`src/rtl/mux_sel_pkg.sv`:
```
// Shared definitions for the round-robin mux-select arbiter.
//   N_DEFAULT     : default number of requesters (mux inputs)
//   BURST_DEFAULT : default number of accepted beats per grant before rotation
//   arb_state_t   : arbiter FSM state (IDLE = nothing granted, GRANT = sel/gnt valid)
package mux_sel_pkg;

   localparam int N_DEFAULT     = 4;
   localparam int BURST_DEFAULT = 4;

   typedef enum logic {
      IDLE  = 1'b0,
      GRANT = 1'b1
   } arb_state_t;

endpackage

```
`src/rtl/rr_priority_pick.sv`:
```
// Combinational round-robin pick.
// Ports:
//   i_req : per-requester request vector
//   i_ptr : index of the last granted requester (search starts just after it)
//   o_any : at least one request is set
//   o_idx : first set request found scanning i_ptr+1, i_ptr+2, ... modulo N
module rr_priority_pick
   import mux_sel_pkg::*;
#(
   parameter  int N    = N_DEFAULT,
   localparam int SELW = $clog2(N)
) (
   input  logic [N-1:0]    i_req,
   input  logic [SELW-1:0] i_ptr,
   output logic            o_any,
   output logic [SELW-1:0] o_idx
);

   logic [SELW-1:0] w_start;
   logic [N-1:0]    w_rot;
   logic [SELW-1:0] w_off;

   // The scan begins one past the last winner. Because N is a power of two,
   // SELW-bit arithmetic wraps modulo N for free.
   assign w_start = i_ptr + SELW'(1);

   // Rotate the request vector so that position 0 is the highest-priority slot.
   always_comb begin
      w_rot = '0;
      for (int i = 0; i < N; i++) begin
         w_rot[i] = i_req[w_start + SELW'(i)];
      end
   end

   // Priority-encode the rotated vector: scanning downward lets the lowest
   // set bit overwrite any higher one, so the nearest requester wins.
   always_comb begin
      w_off = '0;
      for (int i = N - 1; i >= 0; i--) begin
         if (w_rot[i]) begin
            w_off = SELW'(i);
         end
      end
   end

   // Undo the rotation to get back to a real requester index.
   assign o_any = |i_req;
   assign o_idx = w_start + w_off;

endmodule

```
`src/rtl/mux_sel_rr_arbiter.sv`:
```
// Round-robin arbiter driving the select of a downstream N:1 mux.
// A grant is held for up to BURST accepted beats (or until the owner drops
// its request on an accepted beat), then the pointer rotates. All outputs
// are registered so the mux select never glitches.
// Ports:
//   clk       : clock, rising edge
//   rst_n     : asynchronous active-low reset
//   req       : per-requester level-sensitive request
//   out_ready : downstream accepts the current beat
//   sel       : mux select (index of granted requester)
//   gnt       : one-hot grant, gnt[sel] while out_valid, otherwise zero
//   out_valid : sel/gnt are valid, mux output is meaningful
module mux_sel_rr_arbiter
   import mux_sel_pkg::*;
#(
   parameter  int N     = N_DEFAULT,
   parameter  int BURST = BURST_DEFAULT,
   localparam int SELW  = $clog2(N)
) (
   input  logic            clk,
   input  logic            rst_n,
   input  logic [N-1:0]    req,
   input  logic            out_ready,
   output logic [SELW-1:0] sel,
   output logic [N-1:0]    gnt,
   output logic            out_valid
);

   localparam int BEATW = $clog2(BURST + 1);

   arb_state_t       r_state;
   logic [SELW-1:0]  r_sel;
   logic [N-1:0]     r_gnt;
   logic             r_valid;
   logic [SELW-1:0]  r_ptr;
   logic [BEATW-1:0] r_beatCnt;

   arb_state_t       w_nextState;
   logic [SELW-1:0]  w_nextSel;
   logic [N-1:0]     w_nextGnt;
   logic             w_nextValid;
   logic [SELW-1:0]  w_nextPtr;
   logic [BEATW-1:0] w_nextBeat;

   logic             w_accept;
   logic             w_lastBeat;
   logic             w_rotate;
   logic [SELW-1:0]  w_pickPtr;
   logic             w_pickAny;
   logic [SELW-1:0]  w_pickIdx;

   // A beat ends the grant when the burst is used up or the owner has let go.
   // The rotation search must start after the current owner, which is exactly
   // what ptr will become, so the picker is fed r_sel directly while granting.
   assign w_accept   = r_valid & out_ready;
   assign w_lastBeat = (r_beatCnt == BEATW'(BURST - 1)) | ~req[r_sel];
   assign w_rotate   = (r_state == GRANT) & w_accept & w_lastBeat;
   assign w_pickPtr  = (r_state == GRANT) ? r_sel : r_ptr;

   rr_priority_pick #(
      .N (N)
   ) u_pick (
      .i_req (req),
      .i_ptr (w_pickPtr),
      .o_any (w_pickAny),
      .o_idx (w_pickIdx)
   );

   // State and datapath registers. Reset puts ptr on the last index so that
   // requester 0 has top priority coming out of reset.
   always_ff @(posedge clk or negedge rst_n) begin
      if (!rst_n) begin
         r_state   <= IDLE;
         r_sel     <= '0;
         r_gnt     <= '0;
         r_valid   <= 1'b0;
         r_ptr     <= SELW'(N - 1);
         r_beatCnt <= '0;
      end else begin
         r_state   <= w_nextState;
         r_sel     <= w_nextSel;
         r_gnt     <= w_nextGnt;
         r_valid   <= w_nextValid;
         r_ptr     <= w_nextPtr;
         r_beatCnt <= w_nextBeat;
      end
   end

   // Next-state logic: leave IDLE as soon as anyone asks; leave GRANT only when
   // a rotation finds nobody to hand the mux to.
   always_comb begin
      w_nextState = r_state;
      unique case (r_state)
         IDLE: begin
            if (w_pickAny) begin
               w_nextState = GRANT;
            end
         end
         GRANT: begin
            if (w_rotate && !w_pickAny) begin
               w_nextState = IDLE;
            end
         end
         default: w_nextState = IDLE;
      endcase
   end

   // Next values of the registered outputs and counters. While backpressured
   // everything holds, even if the owner drops its request: a valid beat is
   // never retracted. On rotation the new winner is loaded on the same edge,
   // so there is no idle bubble between back-to-back grants.
   always_comb begin
      w_nextSel   = r_sel;
      w_nextGnt   = r_gnt;
      w_nextValid = r_valid;
      w_nextPtr   = r_ptr;
      w_nextBeat  = r_beatCnt;
      unique case (r_state)
         IDLE: begin
            w_nextGnt   = '0;
            w_nextValid = 1'b0;
            if (w_pickAny) begin
               w_nextSel   = w_pickIdx;
               w_nextGnt   = {{(N - 1){1'b0}}, 1'b1} << w_pickIdx;
               w_nextValid = 1'b1;
               w_nextBeat  = '0;
            end
         end
         GRANT: begin
            if (w_accept) begin
               if (w_lastBeat) begin
                  w_nextPtr = r_sel;
                  if (w_pickAny) begin
                     w_nextSel   = w_pickIdx;
                     w_nextGnt   = {{(N - 1){1'b0}}, 1'b1} << w_pickIdx;
                     w_nextValid = 1'b1;
                     w_nextBeat  = '0;
                  end else begin
                     w_nextGnt   = '0;
                     w_nextValid = 1'b0;
                     w_nextBeat  = '0;
                  end
               end else begin
                  w_nextBeat = r_beatCnt + BEATW'(1);
               end
            end
         end
         default: begin
            w_nextGnt   = '0;
            w_nextValid = 1'b0;
         end
      endcase
   end

   assign sel       = r_sel;
   assign gnt       = r_gnt;
   assign out_valid = r_valid;

endmodule

```
`config.mk`:
```
export PLATFORM = sky130hd
export DESIGN_NAME = mux_sel_rr_arbiter
export DESIGN_NICKNAME = d
export VERILOG_FILES = /design/src/rtl/mux_sel_pkg.sv /design/src/rtl/rr_priority_pick.sv /design/src/rtl/mux_sel_rr_arbiter.sv
export SDC_FILE = /design/constraint.sdc
export NUM_CORES = 1
export LEC_CHECK = 0
export CAP_MARGIN = 20
export CORE_ASPECT_RATIO = 0.6
export CORE_MARGIN = 2
export CORE_UTILIZATION = 30
export CTS_CLUSTER_DIAMETER = 150
export DETAILED_ROUTE_END_ITERATION = 10
export SYNTH_ARGS = -nofsm -noshare
export SYNTH_HDL_FRONTEND = slang
export SYNTH_SLANG_ARGS = --single-unit
```
`constraint.sdc`:
```
create_clock -name clk -period 2.8 [get_ports clk]
set_input_delay 0.56 -clock clk [delete_from_list [all_inputs] [get_ports clk]]
set_output_delay 0.56 -clock clk [all_outputs]
set_load 0.01 [all_outputs]
```
==> flow_metrics.py <==
metrics = {
    "outcome": {
        "status": "finished clean",
    },
    "cts": {
        "cts_setup_buffers": 0,
        "cts_tree": "yes",
        "cts.clk_slew.worst_paths_ns": 0.06,
        "clock_latency_ns": 0.24,
        "postCtsHoldBufs": 0,
        "htree_levels": 1,
        "cts_buffer_depth": 2,
        "clkSinkCount": 13,
        "ctsResizeCount": 0,
        "tritoncts.num_buffers": 3,
        "root_buffer": "clkbuf_8",
    },
    "synthesis": {
        "synth_area_um2": 854.6,
        "synth-warning-count": 0,
        "yosysUniqueCellTypes": 34,
        "ys_ff_latch": 13,
        "synth.area.top_cells": "dfrtp_1 (32%), dfstp_2 (6.1%), nand2_1 (5.3%)",
        "synthesis.nets": 92,
        "syn_avg_cell_area_um2": 10.42,
        "yosysTopAreaCellShare_pct": 32.21,
        "yosysSeqAreaShare_pct": 38.36,
        "syn_inst": 82,
        "synth_area_leader_cell": "dfrtp_1",
    },
    "routing": {
        "drc": 0,
        "num_vias": 654,
        "firstDrtPassIters": 4,
        "drtIter0Drc": 15,
        "ant_nets": 0,
        "wire_per_inst_um": 12.66,
        "wl_um": 1659,
        "viasPerCell": 4.992,
    },
    "worst_setup_path": {
        "critPathTopFamily": "buffers and inverters",
        "worstSetupEndpointType": "flop",
        "cpMaxStageDelayCell": "clkdlybuf4s50_1",
        "crit_top_cell": "a21oi_1",
        "arrival_ns": 2.63,
        "path_class": "input port to flop",
        "cp.required_ns": 2.93,
        "max_stage_delay_ns": 0.64,
        "critPathLaunchType": "input port",
        "critPathMaxFanout": 6,
        "cp_cell_sequence": "clkdlybuf4s50_1 -> nand2_1 -> a21oi_1 -> nor2_1 -> a21oi_1 -> o21ai_0 -> ha_1 -> xor2_1 -> xnor2_2 -> mux2_2",
        "crit_buf_inv": 1,
    },
    "grt": {
        "grt_pass1_vias": 638,
        "grt-ovfl-total": 0,
        "grt_start_max_net_pins": 14,
        "grt_usage_pct": 11.95,
        "antenna_found_initial": 0,
        "grt_pass1_wl_um": 2884,
    },
    "power": {
        "p_leak_uw": 0.0004420,
        "ir_drop_uv": 460.6,
        "power_density_nw_per_um2": 1042,
    },
    "worst_hold_path": {
        "hold_class": "flop to flop",
    },
    "floorplan": {
        "initial_utilization_pct": 32.74,
        "die_w_um": 72.90,
        "coreArea_um2": 2610,
        "die-height_um": 45.34,
        "rows": 14,
        "ios": 14,
        "dieArea_um2": 3305,
    },
    "sta": {
        "grt_setup_unrepaired": "no",
        "period_share_pct": 89.27,
        "setup_viol": 0,
        "slew_headroom_pct": 61.18,
        "tns_ns": 0,
        "hold_viol_final": 0,
        "max_clock_freq_mhz": 400.1,
        "min_period_ns": 2.500,
        "finClkSkew_ns": 0.003848,
        "worst_slack_ns": 0.3004,
        "drv_slew": 0,
        "worst_pin_slew_ns": 0.5804,
    },
    "layout": {
        "nets": 110,
        "area_growth_pct": 24.45,
        "fin_util_pct": 40.75,
        "n_antenna_cell": 0,
        "mostFrequentLayoutCells": "clkdlybuf4s50_1 (13), nand2_1 (12), dfrtp_1 (11)",
        "fillers": 261,
        "final_common_cell": "clkdlybuf4s50_1",
        "drive_above_1_share_pct": 23.23,
    },
    "placement": {
        "numPortBuffers": 13,
        "place_ws_ns": 0.07283,
        "place.gp.congestion": 0.7668,
        "dp_hpwl_um": 1267,
    },
    "run": {
        "max_cap_violations": 0,
    },
}
==> state kept, by name, indices dropped and copies added (netlist names) <==
signal / flops
r_beatCnt: 3
r_state: 1
out_valid: 1
r_ptr: 2
sel: 2
gnt: 4
==> synthesized netlist by cell type, drive strengths merged <==
library cell  number
a32o               1
mux4               1
a21o               1
xor2               2
o21ai              7
mux2i              1
nand3              1
dfstp              2
inv                2
mux2               4
a22o               1
nor2               6
a21oi              7
a22oi              1
ha                 3
nand2             12
buf                2
o41ai              1
nand4              1
nor4               1
nor3               2
nor2b              5
dfrtp             11
o21a               2
o22ai              2
nand2b             1
xnor2              2
==> layer usage <==
layer / track usage [%] / wire length [um] / vias to the layer above
met4: 2.222 / 0 / 0
li1: - / - / 331
met3: 5.580 / 82 / 0
met1: 15.82 / 852 / 308
met5: 0 / 0 / -
met2: 18.18 / 724 / 15
==> cell families after synthesis <==
group	synth area share [%]
compound gates	19.47
mux	10.98
fa+ha+maj	4.393
flops	38.36
simple gates	18.30
xor+xnor	4.979
buf+inv	3.514
==> area by class of cell <==
cell class / instances / area (um2) / area share (%)
clock inverters: 1 / 5.005 / 0.4706
flip-flops and latches: 13 / 327.8 / 30.82
repair buffers: 15 / 145.1 / 13.65
clock buffers: 3 / 41.29 / 3.882
inverters: 2 / 7.507 / 0.7059
well taps: 32 / 40.04 / 3.765
multi-input cells: 65 / 496.7 / 46.71
==> per-stage QoR <==
step                      cells  total power [uW]  area [um2]  hold WS, ns
after floorplan              82             771.3       854.6       0.2644
after global placement      127             936.5        1017       0.4606
after detailed placement    127             942.0        1017       0.4695
after CTS                   131              1121        1064       0.4903
after global routing        131              1204        1064       0.5163
final                       131              1108        1064       0.4795
==> report_power, final <==
| group | total (uW) | switching, uW | internal, uW |
|---|---|---|---|
| registers | 350 | 77.5 | 272 |
| logic | 592 | 279 | 313 |
| clock network | 167 | 68.5 | 98.3 |
==> tightest hold or removal path, delay by kind of cell (launching register included) <==
kind             cells  cell delay [ns]
flip-flops           1             0.34
AND/OR/NAND/NOR      1             0.04
AO/OA/AOI/OAI        1             0.06
==> path summary, 6_finish.rpt <==
kind	cells past startpoint	start	to	slack (ns)
hold reg to reg	2	r_beatCnt[2]$_DFFE_PN0P_	r_beatCnt[2]$_DFFE_PN0P_	0.48
setup reg to reg	10	r_state$_DFF_PN0_	sel[1]$_DFFE_PN0P_	0.37
hold / removal	2	r_beatCnt[2]$_DFFE_PN0P_	r_beatCnt[2]$_DFFE_PN0P_	0.48
max in group asynchronous	1	rst_n	r_state$_DFF_PN0_	1.73
setup / recovery	10	req[0]	sel[1]$_DFFE_PN0P_	0.30
min in group asynchronous	1	rst_n	gnt[2]$_DFFE_PN0N_	0.68
(Power assumes the default switching activity.)
